<file path="src/rtl/flash_burst_reader.sv">
// Avalon-MM burst read master: streams a flash word range into a first-word-fall-through FIFO.
// Build option FLASH_READER_LOOP_EN: replay the latched range until abort (done never pulses).
module flash_burst_reader #(
  parameter int DATA_W     = 32,
  parameter int ADDR_W     = 23,
  parameter int BURST_LEN  = 8,
  parameter int FIFO_DEPTH = 16
) (
  input  logic                       reader_clk,
  input  logic                       reader_rst_n,
  input  logic                       start,
  input  logic [ADDR_W-1:0]          start_addr,
  input  logic [ADDR_W-1:0]          word_count,
  input  logic                       abort,
  output logic                       flash_mem_read,
  output logic [ADDR_W-1:0]          flash_mem_address,
  output logic [$clog2(BURST_LEN):0] flash_mem_burstcount,
  input  logic                       flash_mem_waitrequest,
  input  logic                       flash_mem_readdatavalid,
  input  logic [DATA_W-1:0]          flash_mem_readdata,
  output logic [DATA_W-1:0]          out_data,
  output logic                       out_valid,
  input  logic                       out_ready,
  output logic                       busy,
  output logic                       done
);
  localparam int BC_W  = $clog2(BURST_LEN) + 1;
  localparam int PTR_W = (FIFO_DEPTH > 1) ? $clog2(FIFO_DEPTH) : 1;
  localparam int CNT_W = $clog2(FIFO_DEPTH) + 1;

  typedef enum logic [2:0] {S_IDLE, S_REQ, S_WAIT, S_DRAIN, S_ABORT} state_t;

  state_t             state_q, state_d;
  logic               read_q, read_d;
  logic [ADDR_W-1:0]  addr_q, addr_d;
  logic [ADDR_W-1:0]  rem_q, rem_d;
  logic [BC_W-1:0]    blen_q, blen_d;
  logic [BC_W-1:0]    beats_q, beats_d;
  logic               busy_q, busy_d;
  logic               done_q, done_d;
  logic [PTR_W-1:0]   wr_ptr_q, wr_ptr_d, rd_ptr_q, rd_ptr_d;
  logic [CNT_W-1:0]   count_q, count_d;
  logic [DATA_W-1:0]  mem_q [FIFO_DEPTH];
`ifdef FLASH_READER_LOOP_EN
  logic [ADDR_W-1:0]  loop_addr_q, loop_addr_d;
  logic [ADDR_W-1:0]  loop_cnt_q, loop_cnt_d;
`endif

  logic               push_c, pop_c, flush_c, last_beat_c;
  logic [ADDR_W-1:0]  blen_c;
  logic [CNT_W-1:0]   free_c;

  function automatic logic [PTR_W-1:0] ptr_inc(input logic [PTR_W-1:0] p);
    return (p == PTR_W'(FIFO_DEPTH - 1)) ? '0 : p + PTR_W'(1);
  endfunction

  assign out_valid            = (count_q != '0);
  assign out_data             = out_valid ? mem_q[rd_ptr_q] : '0;
  assign flash_mem_read       = read_q;
  assign flash_mem_address    = addr_q;
  assign flash_mem_burstcount = blen_q;
  assign busy                 = busy_q;
  assign done                 = done_q;

  always_comb begin
    state_d = state_q;
    read_d  = read_q;
    addr_d  = addr_q;
    rem_d   = rem_q;
    blen_d  = blen_q;
    beats_d = beats_q;
    busy_d  = busy_q;
    done_d  = 1'b0;
`ifdef FLASH_READER_LOOP_EN
    loop_addr_d = loop_addr_q;
    loop_cnt_d  = loop_cnt_q;
`endif
    push_c      = 1'b0;
    flush_c     = 1'b0;
    pop_c       = out_valid && out_ready;
    blen_c      = (rem_q < ADDR_W'(BURST_LEN)) ? rem_q : ADDR_W'(BURST_LEN);
    // In REQ nothing is outstanding, so the credit is simply the free FIFO space.
    free_c      = CNT_W'(FIFO_DEPTH) - count_q;
    last_beat_c = flash_mem_readdatavalid && ((beats_q + BC_W'(1)) == blen_q);

    case (state_q)
      S_IDLE: begin
        if (!abort && start) begin
`ifdef FLASH_READER_LOOP_EN
          loop_addr_d = start_addr;
          loop_cnt_d  = word_count;
`endif
          if (word_count == '0) begin
            done_d = 1'b1;
          end else begin
            addr_d  = start_addr;
            rem_d   = word_count;
            busy_d  = 1'b1;
            state_d = S_REQ;
          end
        end
      end
      S_REQ: begin
        if (read_q && !flash_mem_waitrequest) begin
          read_d  = 1'b0;
          addr_d  = addr_q + ADDR_W'(blen_q);
          rem_d   = rem_q - ADDR_W'(blen_q);
          beats_d = '0;
          if (abort) begin
            flush_c = 1'b1;
            state_d = S_ABORT;
          end else begin
            state_d = S_WAIT;
          end
        end else if (abort) begin
          read_d  = 1'b0;
          flush_c = 1'b1;
          busy_d  = 1'b0;
          state_d = S_IDLE;
        end else if (!read_q && (free_c >= CNT_W'(blen_c))) begin
          read_d = 1'b1;
          blen_d = BC_W'(blen_c);
        end
      end
      S_WAIT: begin
        if (flash_mem_readdatavalid) begin
          beats_d = beats_q + BC_W'(1);
          push_c  = !abort;
        end
        if (abort) begin
          flush_c = 1'b1;
          if (last_beat_c) begin
            busy_d  = 1'b0;
            state_d = S_IDLE;
          end else begin
            state_d = S_ABORT;
          end
        end else if (last_beat_c) begin
          if (rem_q != '0) begin
            state_d = S_REQ;
          end else begin
`ifdef FLASH_READER_LOOP_EN
            addr_d  = loop_addr_q;
            rem_d   = loop_cnt_q;
            state_d = S_REQ;
`else
            state_d = S_DRAIN;
`endif
          end
        end
      end
      S_ABORT: begin
        // The in-flight burst cannot be cancelled; swallow its remaining beats.
        flush_c = 1'b1;
        if (flash_mem_readdatavalid) beats_d = beats_q + BC_W'(1);
        if (last_beat_c) begin
          busy_d  = 1'b0;
          state_d = S_IDLE;
        end
      end
      S_DRAIN: begin
        if (abort) begin
          flush_c = 1'b1;
          busy_d  = 1'b0;
          state_d = S_IDLE;
        end else if (count_q == '0) begin
          done_d  = 1'b1;
          busy_d  = 1'b0;
          state_d = S_IDLE;
        end
      end
      default: state_d = S_IDLE;
    endcase

    wr_ptr_d = wr_ptr_q;
    rd_ptr_d = rd_ptr_q;
    count_d  = count_q;
    if (flush_c) begin
      wr_ptr_d = '0;
      rd_ptr_d = '0;
      count_d  = '0;
    end else begin
      if (push_c) wr_ptr_d = ptr_inc(wr_ptr_q);
      if (pop_c)  rd_ptr_d = ptr_inc(rd_ptr_q);
      count_d = count_q + CNT_W'(push_c) - CNT_W'(pop_c);
    end
  end

  always_ff @(posedge reader_clk or negedge reader_rst_n) begin
    if (!reader_rst_n) begin
      state_q  <= S_IDLE;
      read_q   <= 1'b0;
      addr_q   <= '0;
      rem_q    <= '0;
      blen_q   <= '0;
      beats_q  <= '0;
      busy_q   <= 1'b0;
      done_q   <= 1'b0;
      wr_ptr_q <= '0;
      rd_ptr_q <= '0;
      count_q  <= '0;
`ifdef FLASH_READER_LOOP_EN
      loop_addr_q <= '0;
      loop_cnt_q  <= '0;
`endif
    end else begin
      state_q  <= state_d;
      read_q   <= read_d;
      addr_q   <= addr_d;
      rem_q    <= rem_d;
      blen_q   <= blen_d;
      beats_q  <= beats_d;
      busy_q   <= busy_d;
      done_q   <= done_d;
      wr_ptr_q <= wr_ptr_d;
      rd_ptr_q <= rd_ptr_d;
      count_q  <= count_d;
`ifdef FLASH_READER_LOOP_EN
      loop_addr_q <= loop_addr_d;
      loop_cnt_q  <= loop_cnt_d;
`endif
    end
  end

  always_ff @(posedge reader_clk) begin
    if (push_c) mem_q[wr_ptr_q] <= flash_mem_readdata;
  end

  // The credit check in REQ makes a push into a full FIFO impossible.
  a_no_overflow: assert property (@(posedge reader_clk) disable iff (!reader_rst_n)
    !(push_c && !pop_c && (count_q == CNT_W'(FIFO_DEPTH))));

endmodule

</file>
<file path="config.mk">
export PLATFORM = sky130hd
export DESIGN_NAME = flash_burst_reader
export DESIGN_NICKNAME = d
export VERILOG_FILES = /design/src/rtl/flash_burst_reader.sv
export SDC_FILE = /design/constraint.sdc
export NUM_CORES = 1
export LEC_CHECK = 0
export CAP_MARGIN = 20
export CORE_UTILIZATION = 59
export DETAILED_ROUTE_END_ITERATION = 7
export PLACE_DENSITY = 0.86
export SLEW_MARGIN = 0
export SYNTH_ARGS = -nofsm -noshare
export SYNTH_HDL_FRONTEND = slang
export SYNTH_SLANG_ARGS = --single-unit
</file>
<file path="constraint.sdc">
create_clock -name reader_clk -period 4 [get_ports reader_clk]
set_input_delay 1 -clock reader_clk [delete_from_list [all_inputs] [get_ports reader_clk]]
set_output_delay 1 -clock reader_clk [all_outputs]
set_load 0.1 [all_outputs]
</file>
Word-level counts from Yosys, hierarchy flattened

Memories as Yosys holds them, arrays and structs flattened.
Index checks and enable logic that the tools add are counted.

Memory bits (writable): 512
Memories: 1
Flip-flop bits (word level): 73

Reduce and logical (&&, ||, !) cells: 27
Bitwise logic cells: 2
Add/subtract/negate cells: 8
Order comparisons: 2
Equality and inequality tests: 18
Muxes and demuxes: 56

Memory list:

| name  | depth | width | rd ports | clocked after memory_dff | write ports | RTL line | RTL |
|---|---|---|---|---|---|---|---|
| mem_q | 16    | 32    | 1        | 0                        | 1           | 43       | `logic [DATA_W-1:0] mem_q [FIFO_DEPTH];` |

Operators by type and width:

| kind                                                                  | count |
|---|---|
| 23-bit two-way mux                                                    | 6 |
| 23-bit case mux with 2 select lines                                   | 2 |
| 3-bit two-way mux                                                     | 11 |
| 32-bit two-way mux                                                    | 1 |
| 4-bit two-way mux                                                     | 8 |
| 23-bit by 4-bit adder with 23-bit output                              | 1 |
| 23-bit zero test                                                      | 1 |
| 23-bit by 4-bit < comparator with 1-bit output, second input constant | 1 |
| 23-bit nonzero test                                                   | 1 |
| 23-bit by 4-bit subtractor with 23-bit output                         | 1 |
| 1-bit two-way mux                                                     | 20 |
| 3-bit case mux with 5 select lines                                    | 1 |
| 2-bit != test, second input constant                                  | 7 |
| 4-bit by 1-bit adder with 4-bit output, second input constant         | 3 |
| 5-bit two-way mux                                                     | 2 |
| 5-bit nonzero test                                                    | 2 |
| 3-bit != test, second input constant                                  | 3 |
| 4-bit == test, second input constant                                  | 2 |
| 4-bit case mux with 2 select lines                                    | 1 |
| 4-bit AND reduction                                                   | 2 |
| 2-bit nonzero test                                                    | 4 |
| 7-bit AND reduction                                                   | 1 |
| 3-bit by 2-bit == test with 1-bit output, second input constant       | 2 |
| 6-bit AND reduction                                                   | 1 |
| other kinds (21)                                                      | 29 |

Logic depth before layout (Yosys ltp)

Word-level depth: 7
Gate-level depth with buffers: 15
Mapped depth without buffers: 15

Least setup slack after synthesis

No wires, ideal clock.

Path kind: register to output
Start point: register count_q[2]
End point: output port out_data[22]
Data arrival time: 2962 ps
Path slack: 38 ps
Stages on the path, launching flop included: 8
Path buffers: 1
Cell sequence: dfrtp_1 -> inv_1 -> ha_1 -> and2_1 -> ha_1 -> inv_1 -> clkbuf_1 -> and2_1

Word-level cells in the longest chain between the ends: 2

Ends and longest elaborated chain:

| element                | RTL line | RTL |
|---|---|---|
| start, declared        | 42       | `logic [CNT_W-1:0] count_q, count_d;` |
| start signal, assigned | 217      | `count_q <= count_d;` |
| 5-bit nonzero test     | 57       | `assign out_valid = (count_q != '0);` |
| via out_valid          | 22       | `output logic out_valid,` |
| 32-bit two-way mux     | 58       | `assign out_data = out_valid ? mem_q[rd_ptr_q] : '0;` |
| end, declared          | 21       | `output logic [DATA_W-1:0] out_data,` |

The timed path passes the listed nets, and every way through them passes these cells.

Worst setup path after layout

Start point: register rd_ptr_q[0]
End point: output port out_data[3]

Word-level cells in the longest chain between the ends: 2

Ends and longest elaborated chain:

| element                | RTL line | RTL |
|---|---|---|
| start, declared        | 41       | `logic [PTR_W-1:0] wr_ptr_q, wr_ptr_d, rd_ptr_q, rd_ptr_d;` |
| start signal, assigned | 216      | `rd_ptr_q <= rd_ptr_d;` |
| memory 16 x 32 bit     | n/a      |  |
| 32-bit two-way mux     | 58       |  |

Every way passes these cells.

==> load_flow_metrics.sql <==
INSERT INTO impl_metrics (metric_group, metric, value, unit) VALUES
('power', 'max_vdd_drop', '0.839', 'mV'),
('synthesis', 'synth-warning-count', '0', ''),
('detailed_routing', 'routed_wl', '61500', 'um'),
('cts', 'cts_max_level', '2', ''),
('synthesis', 'yosysUniqueCellTypes', '64', ''),
('worst_setup_path', 'worst-r2r-cell-count', '11', ''),
('sta', 'fmax', '252', 'MHz'),
('sta', 'report.final.slew_viol_count', '0', ''),
('sta', 'worst_slew_margin_rel', '20.5', '%'),
('sta', 'timing.final.hold_violations', '0', ''),
('layout', 'final_core_utilization', '71.3', '%'),
('worst_setup_path', 'r2r_slack', '0.55', 'ns'),
('grt', 'grt_start_max_net_pins', '68', ''),
('place', 'dp_hpwl', '32500', 'um'),
('worst_setup_path', 'start_kind', 'register', ''),
('grt', 'grt_antenna_before_repair', '6', ''),
('floorplan', 'io-pin-count', '148', ''),
('floorplan', 'start_util', '59.7', '%'),
('synthesis', 'syn_area', '0.0243', 'mm2'),
('worst_setup_path', 'crit_path_top_delay_cell', 'sky130_fd_sc_hd__dfrtp_4', ''),
('grt', 'grtUsageTotal', '29.7', '%'),
('cts', 'clkSlewWorstSetupHoldPaths', '0.07', 'ns'),
('detailed_routing', 'dr.first_iter.drc_count', '1570', ''),
('synthesis', 'synth_common_cells', '512 x sky130_fd_sc_hd__edfxtp_1, 160 x sky130_fd_sc_hd__mux4_2, 73 x sky130_fd_sc_hd__dfrtp_1, 63 x sky130_fd_sc_hd__a21oi_1, 57 x sky130_fd_sc_hd__o21ai_0', ''),
('worst_setup_path', 'crit_path_end_kind', 'output pin', ''),
('synthesis', 'netlist_top_cells_area', 'sky130_fd_sc_hd__edfxtp_1 63%, sky130_fd_sc_hd__mux4_2 15%, sky130_fd_sc_hd__dfrtp_1 7.5%', ''),
('floorplan', 'area_of_the_die', '0.0420', 'mm2'),
('cts', 'tritoncts', 'yes', ''),
('cts', 'cts.root.buffer_cell', 'sky130_fd_sc_hd__clkbuf_16', ''),
('run_status', 'outcome', 'finished clean', ''),
('synthesis', 'ys_seq_area_share', '70.7', '%'),
('detailed_routing', 'route.antenna.remaining_nets', '0', ''),
('worst_setup_path', 'worst_r2r_endpoint', 'flash_mem_burstcount[0]', ''),
('place', 'postPlaceCellArea', '0.0271', 'mm2'),
('cts', 'cts.path.max_buffers', '3', ''),
('power', 'report.power.total', '22.2', 'mW'),
('grt', 'globalRoute.totalOverflow', '0', ''),
('floorplan', 'die_w', '205', 'um'),
('synthesis', 'synth_nets', '1461', ''),
('worst_setup_path', 'critical-path-max-stage-delay', '0.53', 'ns'),
('layout', 'final_design_area_no_fill', '0.0290', 'mm2'),
('worst_setup_path', 'timing.critical_path.arrival', '2.97', 'ns'),
('worst_setup_path', 'critPathKind', 'register to output pin', ''),
('place', 'gpl.final_weighted_congestion', '0.883', ''),
('layout', 'filler_free_cell_count_of_the_finished_design', '2101', ''),
('layout', 'finalNetCount', '1636', ''),
('sta', 'timing.clock.skew', '0.0355', 'ns'),
('place', 'dpl.cell_count', '1992', ''),
('sta', 'setup_repair_after_global_routing_missed_its_margin', 'true', ''),
('sta', 'final.period_utilization', '99.3', '%'),
('grt', 'grt_pass1_vias', '14029', ''),
('worst_setup_path', 'critPathTopFamily', 'multiplexers', ''),
('power', 'power-per-cell-area', '763', 'mW/mm2'),
('detailed_routing', 'routed_via_count', '14023', ''),
('worst_setup_path', 'critical_path.cell_chain', 'buf_4 -> buf_12 -> mux4_2 -> mux4_2 -> and2_1 -> buf_12', ''),
('synthesis', 'post-synth-top-area-cell', 'sky130_fd_sc_hd__edfxtp_1', ''),
('worst_setup_path', 'critical_path_required', '3.00', 'ns'),
('worst_setup_path', 'count_of_buffer_and_inverter_cells_on_the_critical_path', '3', ''),
('cts', 'ctsHoldBuffers', '0', ''),
('detailed_routing', 'drt_first_pass_iters', '6', ''),
('floorplan', 'core_area', '0.0407', 'mm2'),
('worst_hold_path', 'min_path_type', 'input port to asynchronous set/reset pin', ''),
('cts', 'clock_latency', '0.63', 'ns'),
('cts', 'numCtsBuffers', '55', ''),
('job', 'maxCapViolations', '0', ''),
('detailed_routing', 'routed_via_density', '6.67', ''),
('grt', 'grt_pass1_wl', '89500', 'um'),
('layout', 'footprint_of_the_multi_input_gates', '0.00674', 'mm2'),
('detailed_routing', 'wl_per_cell', '29.3', 'um'),
('worst_setup_path', 'crit_start', 'rd_ptr_q[0]', ''),
('worst_setup_path', 'critical_path.reg2reg.startpoint', 'rem_q[7]', '');
[logic make-up (layout without fill, tap and decap cells)]
logic type               after synthesis  count (layout)  share of synthesized area [%]
AND/OR/NAND/NOR                      237             237                           5.21
buffers and inverters                111             330                           1.80
adder cells (fa/ha/maj)               31              31                           1.69
XOR/XNOR                              12              12                          0.432
multiplexers                         164             164                           15.0
other                                  1               6                         0.0154
flip-flops                           585             585                           70.7
AO/OA/AOI/OAI                        204             204                           5.14
[power breakdown]
part | switching, mW | internal (mW)
Combinational | 5.74 | 3.64
Clock | 2.30 | 3.09
Sequential | 0.418 | 6.95
[layout by cell type, fill, tap and decap left out, types with 12 or more instances in the layout]
cell type,n
sky130_fd_sc_hd__o21ai_0,57
sky130_fd_sc_hd__inv_1,38
sky130_fd_sc_hd__edfxtp_1,512
sky130_fd_sc_hd__mux4_2,160
sky130_fd_sc_hd__buf_12,52
sky130_fd_sc_hd__and2_4,13
sky130_fd_sc_hd__dfrtp_1,69
sky130_fd_sc_hd__clkbuf_16,56
sky130_fd_sc_hd__a31oi_1,12
sky130_fd_sc_hd__a21oi_1,63
sky130_fd_sc_hd__o22ai_1,12
sky130_fd_sc_hd__and2_1,24
sky130_fd_sc_hd__clkdlybuf4s50_1,113
sky130_fd_sc_hd__nor4_1,15
sky130_fd_sc_hd__buf_4,22
sky130_fd_sc_hd__nand2_1,45
sky130_fd_sc_hd__nor2_1,43
sky130_fd_sc_hd__clkinv_1,12
sky130_fd_sc_hd__nand3_1,16
sky130_fd_sc_hd__and2_2,17
sky130_fd_sc_hd__ha_1,28
sky130_fd_sc_hd__nor3_1,12
[worst min path at each step]
stage,from,end,slack [ns],depth (start not counted)
5_1_grt,reader_rst_n,rd_ptr_q[1],0.41,1
4_1_cts,reader_rst_n,rem_q[11],0.37,1
3_5_place_dp,rem_q[6],rem_q[6],0.52,2
3_3_place_gp,rem_q[6],rem_q[6],0.48,2
6_report,reader_rst_n,rd_ptr_q[1],0.39,1
2_1_floorplan,rem_q[6],rem_q[6],0.46,2
[cell type report]
cell class	instances	area share, %
antenna	5	0.0431
clock buffer	67	4.96
clock inverter	34	1.39
inverter	38	0.491
multi-input combinational	649	23.2
sequential	585	59.3
tap	532	2.29
timing repair buffer	191	8.34
[per-stage QoR]
step                setup slack [ns]  TNS [ns]
global placement               0.372         0
detailed placement             0.312         0
floorplan                     0.0383         0
finish                        0.0273         0
global route                 -0.0255   -0.0609
CTS                         -0.00530  -0.00530
[registers in the layout (all words and copies together) (netlist names)]
register,count
flash_mem_address,23
mem_q,512
state_q,3
rd_ptr_q,4
flash_mem_burstcount,4
busy,1
count_q,5
rem_q,23
flash_mem_read,1
wr_ptr_q,4
beats_q,4
done,1
[per-layer routing]
metal	track usage, %	wire, um
met4	11.0	2010
met3	6.06	6470
met1	38.7	21700
met5	0	38
met2	49.8	31200
[what timing repair did]
action,4_1_cts,5_1_grt
setup buffers,2,0
setup endpoints to repair,27,11
pin swaps,0,1
gates cloned,0,1
resized for setup,2,15
No activity file was read; power rests on OpenSTA's default activity.
==> RTL change 1, RTL diff (config.mk and constraints unchanged) <==
Encoding of `state_t`: now one-hot (5 bits for 5 states).
--- a/src/rtl/flash_burst_reader.sv
+++ b/src/rtl/flash_burst_reader.sv
@@ -30,3 +30,3 @@
 
-  typedef enum logic [2:0] {S_IDLE, S_REQ, S_WAIT, S_DRAIN, S_ABORT} state_t;
+  typedef enum logic [4:0] {S_IDLE = 5'b00001, S_REQ = 5'b00010, S_WAIT = 5'b00100, S_DRAIN = 5'b01000, S_ABORT = 5'b10000} state_t;
 
Formal check against the unedited RTL: no difference found for any inputs over 4 cycles, from zero or initial values and one cycle with reader_rst_n low; so few cycles prove little.
==> RTL change 1 against the original RTL <==
- wire length shrank 1.1%
- total power grew 3.3%
- sequential cell count grew 2
- die area grew 1.1%
- via count grew 0.15%
- non-clock buffer count grew 14
- design area grew 0.45%
- setup slack gained 0.022 ns
- global-route usage shrank 0.16 points
- area after synthesis grew 1.1%
- critical path type unchanged
==> RTL change 1: results (changes against the original RTL) <==
----------------------------------------------------
[Logic synthesis]
  Xor/xnor share of the synthesized area ... 0.00641 (was 0.00432)
  Post-synthesis mux area share ... 0.149 (was 0.150)
  Proportion of synthesized chip area in sequential cells ... 0.702 (was 0.707)
  Post-Synthesis Mean Instance Area ... 18.0 um^2 (was 18.1 um^2)
  Top area cells in the synthesized netlist ... edfxtp_1 63%, mux4_2 15%, dfrtp_1 7.5%, a21oi_1 1.5%, ha_1 1.4% (was edfxtp_1 63%, mux4_2 15%, dfrtp_1 7.5%, ha_1 1.4%, and2_1 1.4%)
  Distinct cell type count after synthesis ... 70 (was 64)
  Post-synthesis adder-cell area fraction ... 0.0167 (was 0.0169)
  Commonest cells in the netlist ... 512 x edfxtp_1, 160 x mux4_2, 75 x a21oi_1, 74 x dfrtp_1, 55 x nand2_1 (was 512 x edfxtp_1, 160 x mux4_2, 73 x dfrtp_1, 63 x a21oi_1, 57 x o21ai_0)
  Synthesized net count ... 1484 (was 1461)

[Worst hold path]
  Hold WC Path Type ... flip-flop to flip-flop (was input pin to asynchronous set/reset pin)

[Detailed routing]
  Routed WL ... 60.8 mm (was 61.5 mm)
  Routed vias ... 14000 (about the same)
  Length of routed met3 wiring ... 5.23 mm (was 6.47 mm)
  M1 WL ... 22.2 mm (was 21.7 mm)
  Initial DRT Pass Iterations ... 5 (was 6)
  Number of DRC markers after the initial detailed-route iteration ... 1580 (was 1570)
  Wire per inst ... 28.5 um (was 29.3 um)

[Placed design]
  HPWL reported at the end of detailed placement ... 34.9 mm (was 32.5 mm)
  Placed instance count ... 2028 (was 1992)
  RD Place Congestion ... 0.945 (was 0.883)
  Worst setup slack before clock tree synthesis ... 0.0327 ns (was 0.312 ns)

[Setup path]
  Maximum net fanout on the critical path ... 17 (was 10)
  R2r startpoint ... rem_q[12] (was rem_q[7])

[Final layout]
  Antenna diode count ... 0 (was 5)
  Layout cells sized above 1 ... 0.227 (was 0.233)
  Fill count ... 2374 (was 2282)
  Count of nets after finishing ... 1675 (was 1636)

[GRT]
  Largest net degree at the start of global routing ... 76 (was 68)
  First-pass GRT wire length ... 90.5 mm (was 89.5 mm)
  Via count of the first global-routing pass ... 14600 (was 14000)
  Number of antenna violations at the first check in global routing ... 1 (was 6)

[Power and ir drop]
  Reported clock group power ... 4.86 mW (was 5.39 mW)
  Sw Ratio ... 0.400 (was 0.382)
  Worst IR drop on VDD ... 937 uV (was 839 uV)
  Final Total Pwr ... 22.9 mW (was 22.2 mW)

[Clock network]
  Worst-Skew Late Latency ... 0.61 ns (was 0.63 ns)
  Number of clock sinks ... 587 (was 585)

[Timing]
  Worst max-slew margin expressed relative to the limit ... 0.332 (was 0.205)
  Post-layout minimum cycle time ... 3.95 ns (was 3.97 ns)

[Run status]
  Outcome ... finished clean (unchanged)

----------------------------------------------------
## RTL change 1: cell types whose count changed after synthesis, moves of 10 or more
cell	before	now
o21ai_0	57	23
o21ai_1	0	28
clkbuf_1	51	31
a21oi_1	63	75
buf_2	11	21
nand2_1	45	55
## RTL change 1: final cells by class
type                       instances  area [um^2]  area share
clock buffer                      65         1410      0.0485
clock inverter                    34          221     0.00759
inverter                          31          116     0.00399
multi-input combinational        679         6870       0.235
sequential                       587        17300       0.592
tap                              532          666      0.0228
timing repair buffer             205         2630      0.0900
## RTL change 1: metal layers
layer,vias to the layer above,GRT usage
met5,-,0
met4,2,0.0948
met3,114,0.0517
met2,798,0.515
met1,7221,0.379
li1,5909,-
## RTL change 1: repair_timing
| action | CTS | global route |
|---|---|---|
| setup endpoints to repair | 16 | 0 |
| resized for setup | 2 | 0 |
| setup buffers | 4 | 0 |
## RTL change 1: worst max-delay path: stages, from the launching register on
cell and delay [ns]:
dfrtp_4 0.44, buf_12 0.14, bufbuf_16 0.33, mux4_2 0.56, mux4_2 0.47, and2_1 0.21, buf_12 0.18
## RTL change 1: cells by family (layout without fill, tap and decap cells)
| family | after synthesis | count (layout) |
|---|---|---|
| flops | 587 | 587 |
| simple gates | 259 | 259 |
| compound gates | 205 | 205 |
| mux | 165 | 165 |
| buf+inv | 102 | 335 |
| fa+ha+maj | 31 | 31 |
| xor+xnor | 18 | 18 |
| other cells | 1 | 1 |
## RTL change 1: worst paths after layout
check,cells past startpoint,endpoint
worst max register to register,11,flash_mem_burstcount[0]
min in group asynchronous,1,beats_q[3]
max in group asynchronous,1,rd_ptr_q[1]
worst min-delay path,1,busy
worst min register to register,1,busy
worst max-delay path,6,out_data[12]
==> RTL change 2, RTL diff (same settings) <==
Made on the original files. Change the parameter `BURST_LEN` from 8 to 16.
--- a/src/rtl/flash_burst_reader.sv
+++ b/src/rtl/flash_burst_reader.sv
@@ -5,3 +5,3 @@
   parameter int ADDR_W     = 23,
-  parameter int BURST_LEN  = 8,
+  parameter int BURST_LEN  = 16,
   parameter int FIFO_DEPTH = 16
Ports: changed (resized flash_mem_burstcount); port bits go from 148 to 149. The function was not compared with the original's and may differ.
==> RTL change 2 against the original RTL <==
- area after synthesis increased by 0.82%
- design area rose by 1.5%
- largest power group unchanged
- via count is 3.0% higher
- wire length up 3.7%
- total power rose by 2.6%
- clock power up 3%
- sequential cell count up 2
- critical endpoint is now out_data[27]
- setup slack worse by 0.021 ns
==> RTL change 2: results (changes against the original RTL) <==
----------------------------------------------------
[Power and ir drop]
  Leakage power of the design ... 9.82 nW (was 9.66 nW)
  Worst IR drop on VDD ... 834 uV (was 839 uV)

[Placed design]
  RD Place Congestion ... 0.905 (was 0.883)
  Area after detailed placement ... 0.0274 mm^2 (was 0.0271 mm^2)
  Worst setup slack before clock tree synthesis ... 0.237 ns (was 0.312 ns)
  Number of buffer cells added on primary ports ... 148 (was 147)
  HPWL reported at the end of detailed placement ... 35.0 mm (was 32.5 mm)
  Placed instance count ... 2024 (was 1992)

[Detailed routing]
  Routed WL ... 63.7 mm (was 61.5 mm)
  Initial DRT Pass Iterations ... 5 (was 6)
  Wire per inst ... 29.8 um (was 29.3 um)

[GRT]
  Number of antenna violations at the first check in global routing ... 4 (was 6)
  GR Util met2 ... 0.500 (was 0.498)
  Total global-route track usage ... 0.308 (was 0.297)
  Largest net degree at the start of global routing ... 76 (was 68)
  Met3 Resource Use GR ... 0.0601 (was 0.0606)

[Logic synthesis]
  Post-synthesis mux area share ... 0.150 (about the same)
  Commonest cells in the netlist ... 512 x edfxtp_1, 160 x mux4_2, 75 x dfrtp_1, 68 x a21oi_1, 51 x nand2_1 (was 512 x edfxtp_1, 160 x mux4_2, 73 x dfrtp_1, 63 x a21oi_1, 57 x o21ai_0)
  Top area cells in the synthesized netlist ... edfxtp_1 63%, mux4_2 15%, dfrtp_1 7.7%, ha_1 1.5%, a21oi_1 1.4% (was edfxtp_1 63%, mux4_2 15%, dfrtp_1 7.5%, ha_1 1.4%, and2_1 1.4%)
  Proportion of synthesized chip area in sequential cells ... 0.704 (was 0.707)
  Async S/R FF share, synth ... 0.128 (was 0.125)
  Distinct cell type count after synthesis ... 65 (was 64)
  Xor/xnor share of the synthesized area ... 0.00607 (was 0.00432)
  Synthesized netlist cell count ... 1361 (was 1345)

[Timing]
  Worst max-slew margin expressed relative to the limit ... 0.317 (was 0.205)
  Setup skew after layout ... 0.0502 ns (was 0.0355 ns)

[Final layout]
  End-of-flow core utilization ... 0.720 (was 0.713)
  Fill count ... 2309 (was 2282)

[Run status]
  Outcome ... finished clean (unchanged)

[Setup path]
  Path depth of the worst reg2reg path ... 12 (was 11)
  Maximum net fanout on the critical path ... 7 (was 10)
  Critical path's largest stage delay ... 0.56 ns (was 0.53 ns)

----------------------------------------------------
[RTL change 2: worst max-delay path: cells and delay by family, from the launching register on]
| kind | cells | cell delay [ns] |
|---|---|---|
| multiplexers | 2 | 1.03 |
| buffers and inverters | 3 | 0.62 |
| flip-flops | 1 | 0.56 |
| AND/OR/NAND/NOR | 1 | 0.21 |
[RTL change 2: power by group through the flow]
stage          combinational (mW)  clock (mW)  sequential (mW)
6_report                     9.70        5.57             7.46
5_1_grt                      10.2        5.82             7.50
4_1_cts                      9.67        5.61             7.44
3_5_place_dp                 9.44           0             7.57
3_3_place_gp                 9.25           0             7.54
2_1_floorplan                5.74           0             8.34
[RTL change 2: worst max path at each step]
stage | end | slack, ns | cells past startpoint
after floorplan | out_data[22] | 0.06 | 7
after global placement | count_q[4] | 0.23 | 13
after detailed placement | count_q[4] | 0.24 | 13
after CTS | out_data[23] | -0.008 | 5
after global routing | out_data[27] | -0.03 | 6
final | out_data[27] | 0.006 | 6
[RTL change 2: what timing repair did]
action,in CTS,in global routing
pin swaps,0,0
gates resized for setup,1,3
hold buffers,0,0
cloned,1,0
endpoints found under the setup margin,22,14
buffers inserted,4,1
[RTL change 2: cell type report]
| class | instances | share of cell area |
|---|---|---|
| sequential | 587 | 0.586 |
| clock inverter | 35 | 0.0152 |
| inverter | 34 | 0.00433 |
| clock buffer | 67 | 0.0496 |
| tap | 532 | 0.0226 |
| antenna | 3 | 0.000255 |
| timing repair buffer | 211 | 0.0887 |
| multi-input combinational | 667 | 0.234 |
[RTL change 2: layer usage]
layer | vias up | wire length, um
li1 | 5919 | -
met1 | 7257 | 22900
met5 | - | 60
met2 | 1080 | 31200
met3 | 184 | 6880
met4 | 5 | 2740
